File: src/rtl/hazard_ctrl.sv
// Pipeline hazard controller: load-use stall, branch flush, multi-cycle MDU wait.
// Optional macro HAZARD_STAT_EN adds a free-running stall_cnt statistics output.
module hazard_ctrl #(
    parameter int         MDU_CYCLES = 4,
    parameter logic [1:0] LOAD_SRC   = 2'b01
) (
    input  logic       clk,
    input  logic       rst,
    input  logic [4:0] id_rs_addr,
    input  logic       id_rs_used,
    input  logic [4:0] id_rt_addr,
    input  logic       id_rt_used,
    input  logic [4:0] exe_wr_addr,
    input  logic [1:0] exe_wdata_src,
    input  logic       branch_taken,
    input  logic       mdu_start,
    output logic       pc_hold,
    output logic       if_id_hold,
    output logic       if_id_flush,
    output logic       id_exe_pause,
    output logic       mdu_busy
`ifdef HAZARD_STAT_EN
    ,
    output logic [31:0] stall_cnt
`endif
);

    localparam logic [0:0] RUN      = 1'b0;
    localparam logic [0:0] MDU_WAIT = 1'b1;

    // Wait length excludes the mdu_start cycle itself, and the cnt==0 cycle is the last one.
    localparam logic [4:0] CNT_INIT = 5'(MDU_CYCLES - 2);

    logic [0:0] state, state_nxt;
    logic [4:0] cnt, cnt_nxt;
    logic       load_use;

    assign load_use = (exe_wdata_src == LOAD_SRC) && (exe_wr_addr != 5'd0) &&
                      ((id_rs_used && id_rs_addr == exe_wr_addr) ||
                       (id_rt_used && id_rt_addr == exe_wr_addr));

    always_comb begin
        state_nxt    = state;
        cnt_nxt      = cnt;
        pc_hold      = 1'b0;
        if_id_hold   = 1'b0;
        if_id_flush  = 1'b0;
        id_exe_pause = 1'b0;
        mdu_busy     = 1'b0;
        // Outputs follow inputs combinationally, so they are masked while reset is held.
        if (rst) begin
            if (state == RUN) begin
                if (branch_taken) begin
                    if_id_flush  = 1'b1;
                    id_exe_pause = 1'b1;
                end else begin
                    if (load_use) begin
                        pc_hold      = 1'b1;
                        if_id_hold   = 1'b1;
                        id_exe_pause = 1'b1;
                    end
                    if (mdu_start) begin
                        state_nxt = MDU_WAIT;
                        cnt_nxt   = CNT_INIT;
                    end
                end
            end else begin
                pc_hold      = 1'b1;
                if_id_hold   = 1'b1;
                id_exe_pause = 1'b1;
                mdu_busy     = 1'b1;
                if (cnt == 5'd0) state_nxt = RUN;
                else             cnt_nxt   = cnt - 5'd1;
            end
        end
    end

    always_ff @(posedge clk or negedge rst) begin
        if (!rst) begin
            state <= RUN;
            cnt   <= 5'd0;
        end else begin
            state <= state_nxt;
            cnt   <= cnt_nxt;
        end
    end

`ifdef HAZARD_STAT_EN
    always_ff @(posedge clk or negedge rst) begin
        if (!rst)         stall_cnt <= 32'd0;
        else if (pc_hold) stall_cnt <= stall_cnt + 32'd1;
    end
`endif

endmodule

File: config.mk
export PLATFORM = sky130hd
export DESIGN_NAME = hazard_ctrl
export DESIGN_NICKNAME = d
export VERILOG_FILES = /design/src/rtl/hazard_ctrl.sv
export SDC_FILE = /design/constraint.sdc
export NUM_CORES = 1
export LEC_CHECK = 0
export CORE_UTILIZATION = 41
export DETAILED_ROUTE_END_ITERATION = 10
export PLACE_DENSITY = 0.9
export SYNTH_ARGS = -nofsm -noshare
export SYNTH_HDL_FRONTEND = slang
export SYNTH_SLANG_ARGS = --single-unit
File: constraint.sdc
create_clock -name clk -period 2.5 [get_ports clk]
set_input_delay 0.5 -clock clk [delete_from_list [all_inputs] [get_ports clk]]
set_output_delay 0.5 -clock clk [all_outputs]
set_load 0.05 [all_outputs]
==> results.toml, run 1 <==
[status]
status = "completed"

[timing]
post-route-period-util = 0.964
layout_setup_ws_ps = 90.5
report.final.slew_viol_count = 0
period_needed_ps = 2410
setup_violations = 0
fin_skew_ps = 1.38
max_freq_ghz = 0.415
rsz0062_at_grt = "false"
relSlewSlack = 0.782
worst_slew_pin_slew_ps = 326
finalHoldViolations = 0

[hold_path]
whs_path_depth = 2
holdPathEnd = "cnt[3]"
min_path_type = "flop to flop"
min-delay-start = "cnt[3]"

[synth]
synth_cell_types = 33
synth.area.top_cells = "dfrtp_1, xor2_1, ha_1, o21ai_0, xnor2_1"
ys_seq_elements = 6
yosysWarnings = 0
ys_seq_area_frac = 0.267
synth_top_area_share = 0.267
synth_flop_cell = "dfrtp_1"
syn_inst = 64
synth_nets = 89
synth_edf_count = 0
yosysTopAreaCell = "dfrtp_1"
avgSynthCellArea_um2 = 8.80
synth_area_um2 = 563
async_flop_share = 1.00

[clock_network]
cts.clk_slew.worst_paths_ps = 40
cts_setup_buffers = 0
holdBufCountCts = 0
numClockSinks = 6
clock_latency_ps = 230
cts_max_path_buffers = 2
cts_tree = "built"
htreeDepth = 1
numCtsBuffers = 3
clockRootBuffer = "clkbuf_4"

[drt]
drt_iter0_markers = 10
via_count = 576
via_per_inst = 5.33
ant_nets = 0
first_pass_iters = 4
route.detailed.drc = 0
drt_wl_total_mm = 1.39
wire_per_inst_um = 12.9

[cells_and_area]
multi_input_area_um2 = 425
fin_area_um2 = 941
fin_nets = 121
seq_area_um2 = 150
diodes = 0
layout-drive-gt1-share = 0.266
fill_cells = 75
syn_to_final_growth_pct = 67.1

[place]
portBuffers = 27
gp_congestion = 0.681
pre_cts_slack_ps = -247
placed_cell_area_um2 = 896
post-dp-hpwl_mm = 1.14

[floorplanning]
placementRows = 12
dieArea_um2 = 1530
coreArea_um2 = 1190
ios = 28
die_x_um = 39.1
dieHeight_um = 39.1
start_util = 0.475

[setup_path]
crit_path_end_kind = "output port"
r2r_cells = 6
cp_max_fo = 2
rr_startpoint = "cnt[0]"
r2r_slack_ps = 840
cp.arrival_ps = 1910
worstReg2RegEnd = "cnt[3]"
crit_type = "primary input to output port"
cp_data_required_time_ps = 2000
startpoint_type = "primary input"

[power_and_ir_drop]
power_leakage_nw = 0.467
power.density_nw_per_um2 = 700
vdd_drop_max_mv = 0.567

[global_routing]
grt_usage = 0.212
grt_pass1_wl_mm = 2.12
antenna_found_initial = 0
gr-total-overflow = 0
grt_max_degree = 14
grt_pass1_vias = 541

[flow_run]
max-cap-violations = 0
-- worst max-delay path by stage --
stage,startpoint,slack (ps),cells past startpoint,endpoint
after floorplan,exe_wr_addr[3],80,5,pc_hold
after global placement,exe_wr_addr[3],-200,6,id_exe_pause
after detailed placement,exe_wr_addr[1],-250,6,id_exe_pause
after CTS,id_rt_addr[2],2,6,id_exe_pause
after global routing,id_rt_addr[3],0.7,6,id_exe_pause
final,id_rt_addr[3],90,6,id_exe_pause
-- sequential cells by signal, summed over array words and instances (netlist names) --
signal / flops
state: 1
cnt: 5
-- placed cells by master, fill, tap and decap left out, types with 3 or more instances in the layout --
| cell type | netlist | layout |
|---|---|---|
| xor2_1 | 9 | 9 |
| clkdlybuf4s50_1 | 0 | 9 |
| dlymetal6s2s_1 | 0 | 8 |
| dfrtp_1 | 6 | 6 |
| buf_4 | 1 | 5 |
| nand2_1 | 4 | 4 |
| o21ai_0 | 5 | 4 |
| clkbuf_2 | 0 | 4 |
| nor2_1 | 4 | 3 |
| nand3_1 | 3 | 3 |
| a21oi_1 | 3 | 3 |
| clkbuf_4 | 0 | 3 |
| buf_12 | 0 | 3 |
-- cell usage after synthesis, types with 2 or more instances --
cell type and n:
xor2_1 9, dfrtp_1 6, o21ai_0 5, nand2_1 4, nor2_1 4, a21oi_1 3, nand3_1 3, buf_2 2
ha_1 2, inv_1 2, xnor2_1 2
-- critical path, cell delays in order --
cell and delay [ps]:
clkdlybuf4s50_1 470, xnor2_1 110, and2_1 160, a32oi_2 80, o41ai_4 410, buf_12 180
-- kinds of logic (layout without fill, tap and decap cells) --
| group | after synthesis | count (layout) | synth area share |
|---|---|---|---|
| fa+ha+maj | 2 | 2 | 0.0444 |
| flops | 6 | 6 | 0.267 |
| simple gates | 23 | 23 | 0.253 |
| compound gates | 17 | 17 | 0.220 |
| buf+inv | 5 | 35 | 0.0445 |
| xor+xnor | 11 | 11 | 0.171 |
-- repair_timing --
action / 4_1_cts / 5_1_grt
cloned: 0 / 0
pin swaps: 3 / 6
resized for setup: 11 / 18
setup endpoints to repair: 3 / 3
-- power breakdown --
| part | internal, W | switching [W] | total (W) |
|---|---|---|---|
| Sequential | 0.000142 | 0.0000529 | 0.000195 |
| Clock | 0.0000539 | 0.0000292 | 0.0000831 |
| Combinational | 0.000180 | 0.000200 | 0.000380 |
-- cell type report --
type / count / area share
inverter: 2 / 0.00798
sequential: 6 / 0.160
timing repair buffer: 30 / 0.338
tap: 14 / 0.0186
clock buffer: 3 / 0.0239
multi-input combinational: 53 / 0.452
-- metal layers --
layer / share of wire / track usage
met1: 0.41 / 0.218
met2: 0.48 / 0.388
met3: 0.11 / 0.0578
met4: 0 / 0.103
met5: 0 / 0
-- metrics by stage --
stage	cells	util	hold WS (ps)	power, W	TNS [ps]
2_1_floorplan	64	-	204	0.000445	0
3_3_place_gp	105	0.755	546	0.000570	-536
3_5_place_dp	105	0.755	551	0.000578	-674
4_1_cts	108	0.788	565	0.000668	0
5_1_grt	108	0.793	617	0.000708	0
6_report	108	0.793	562	0.000659	0
Note: power is estimated with default switching activity, not from simulation.
==> inputs of run 2 (changes only) <==
--- a/config.mk
+++ b/config.mk
@@ -7,7 +7,8 @@
 export LEC_CHECK = 0
 export CORE_UTILIZATION = 41
 export DETAILED_ROUTE_END_ITERATION = 10
-export PLACE_DENSITY = 0.9
+export PLACE_DENSITY = 0.84
 export SYNTH_ARGS = -nofsm -noshare
 export SYNTH_HDL_FRONTEND = slang
 export SYNTH_SLANG_ARGS = --single-unit
+export TNS_END_PERCENT = 20
==> run 2 against run 1 <==
Highest routed layer unchanged; routed wire length grew 14%; sequential share of layout area shrank 0.13 points; die area is the same; global-route usage grew 1.8 points; combinational power grew 6.1%; core utilization grew 0.63 points; non-clock buffer count grew 2; sequential cell count is the same.
==> results.toml, run 2 (synthesized netlist as in run 1, its figures left out) <==
[cells_and_area]
reg_top3 = "cnt x5, state x1"
regMostFlops = "cnt"
utilization = 0.800
layout-drive-gt1-share = 0.313
largest_reg_flops = 5
diodes = 0
layout_common_cells = "xor2_1, clkdlybuf4s50_1, dfrtp_1, clkbuf_2, buf_4"
syn_to_final_growth_pct = 68.4
fin_nets = 123

[setup_path]
critPathMaxStageDelay_ps = 330
startpoint_type = "primary input"
cp.depth = 6
crit_type = "primary input to output port"
cpMaxStageDelayCell = "o41ai_2"
rr_startpoint = "cnt[0]"
worstReg2RegEnd = "cnt[3]"
r2r_cells = 6
cp_top_family = "buffers and inverters"
crit_path_end_kind = "output port"
crit_chain = "clkdlybuf4s15_1 > xor2_1 > nor4_2 > a32oi_2 > o41ai_2 > bufbuf_16"
path_buf_inv = 2
cp.arrival_ps = 1940
cp_data_required_time_ps = 2000
r2r_slack_ps = 800
cp_max_fo = 2

[drt]
drt_wl_total_mm = 1.59
wl_met1_um = 631
via_count = 598
top_layer_used = "met3"
wire_per_inst_um = 14.5
via_per_inst = 5.44
ant_nets = 0
drt_iter0_markers = 4
wl_met3_um = 146
route.detailed.drc = 0
first_pass_iters = 4
wl_met2_um = 815

[clock_network]
numCtsBuffers = 3
cts.clk_slew.worst_paths_ps = 40
numClockSinks = 6
clockRootBuffer = "clkbuf_4"
cts_max_path_buffers = 2
clock_latency_ps = 230
htreeDepth = 1
cts_tree = "built"

[global_routing]
grt_pass1_vias = 548
grt_pass1_wl_mm = 2.33
grt_usage = 0.231
grt_max_degree = 13
antenna_found_initial = 0
gr-total-overflow = 0

[hold_path]
whs_path_depth = 2
min_path_type = "flop to flop"
min-delay-start = "cnt[1]"
holdPathEnd = "cnt[1]"

[power_and_ir_drop]
power_leakage_nw = 0.438
vdd_drop_max_mv = 0.553
power_w = 0.000685
power.density_nw_per_um2 = 722

[timing]
period_needed_ps = 2440
finalHoldViolations = 0
max_freq_ghz = 0.410
worst_slew_pin_slew_ps = 337
fin_skew_ps = 2.49
layout_setup_ws_ps = 62.7
relSlewSlack = 0.774
timing.setup.tns_ps = 0
post-route-period-util = 0.975
setup_violations = 0
report.final.slew_viol_count = 0

[floorplanning]
start_util = 0.475
ios = 28
dieHeight_um = 39.1
dieArea_um2 = 1530
coreArea_um2 = 1190
placementRows = 12
die_x_um = 39.1

[place]
gp_congestion = 0.664
portBuffers = 27
pre_cts_slack_ps = -304
post-dp-hpwl_mm = 1.23

[flow_run]
max-cap-violations = 0

[status]
status = "completed"
## run 2: cell count changes in the layout (fill, tap and decap cells not counted), moves of 2 or more
| cell | previous run | this run |
|---|---|---|
| buf_6 | 0 | 2 |
| clkbuf_2 | 4 | 6 |
| dlygate4sd2_1 | 0 | 2 |
| dlymetal6s2s_1 | 8 | 3 |
## run 2: layout make-up
cell class	instances	area, um2
multi-input cells	53	425
well taps	14	17.5
fillers	87	238
repair buffers	32	325
clock buffers	3	22.5
flip-flops and latches	6	150
inverters	2	7.51
## run 2: worst reg2reg max path, stage by stage, from the launching register on
cell	delay, ps
dfrtp_1	370
inv_1	130
ha_1	210
or4b_4	500
nand3_1	120
xor2_1	170
nor2_1	70
## run 2: worst max path at each step
stage / start / endpoint
2_1_floorplan: exe_wr_addr[3] / id_exe_pause
3_3_place_gp: exe_wr_addr[2] / id_exe_pause
3_5_place_dp: exe_wr_addr[1] / id_exe_pause
4_1_cts: exe_wr_addr[2] / id_exe_pause
5_1_grt: id_rt_addr[0] / id_exe_pause
6_report: exe_wr_addr[3] / id_exe_pause
## run 2: routing by layer
layer,GRT usage,up-vias
li1,-,300
met1,0.230,274
met2,0.433,24
met3,0.0636,0
met4,0.103,0
met5,0,-
## run 2: report_power, final
| group | internal, W | total, W | switching [W] |
|---|---|---|---|
| sequential | 0.000142 | 0.000200 | 0.0000581 |
| clock | 0.0000538 | 0.0000814 | 0.0000276 |
| combinational | 0.000199 | 0.000403 | 0.000204 |
| total | 0.000395 | 0.000685 | 0.000290 |
## run 2: what timing repair did
action / CTS / global route
buffers inserted: 0 / 1
hold buffers: 0 / 0
setup endpoints to repair: 3 / 3
pin swaps: 6 / 10
resized for setup: 22 / 21
cloned: 0 / 0
## run 2: per-stage QoR
| step | hold WS [ps] | std cells | instance area, um2 |
|---|---|---|---|
| 6_report | 589 | 110 | 948 |
| 5_1_grt | 619 | 110 | 948 |
| 4_1_cts | 590 | 109 | 950 |
| 3_5_place_dp | 578 | 107 | 900 |
| 3_3_place_gp | 550 | 107 | 900 |
| 2_1_floorplan | 204 | 64 | 567 |
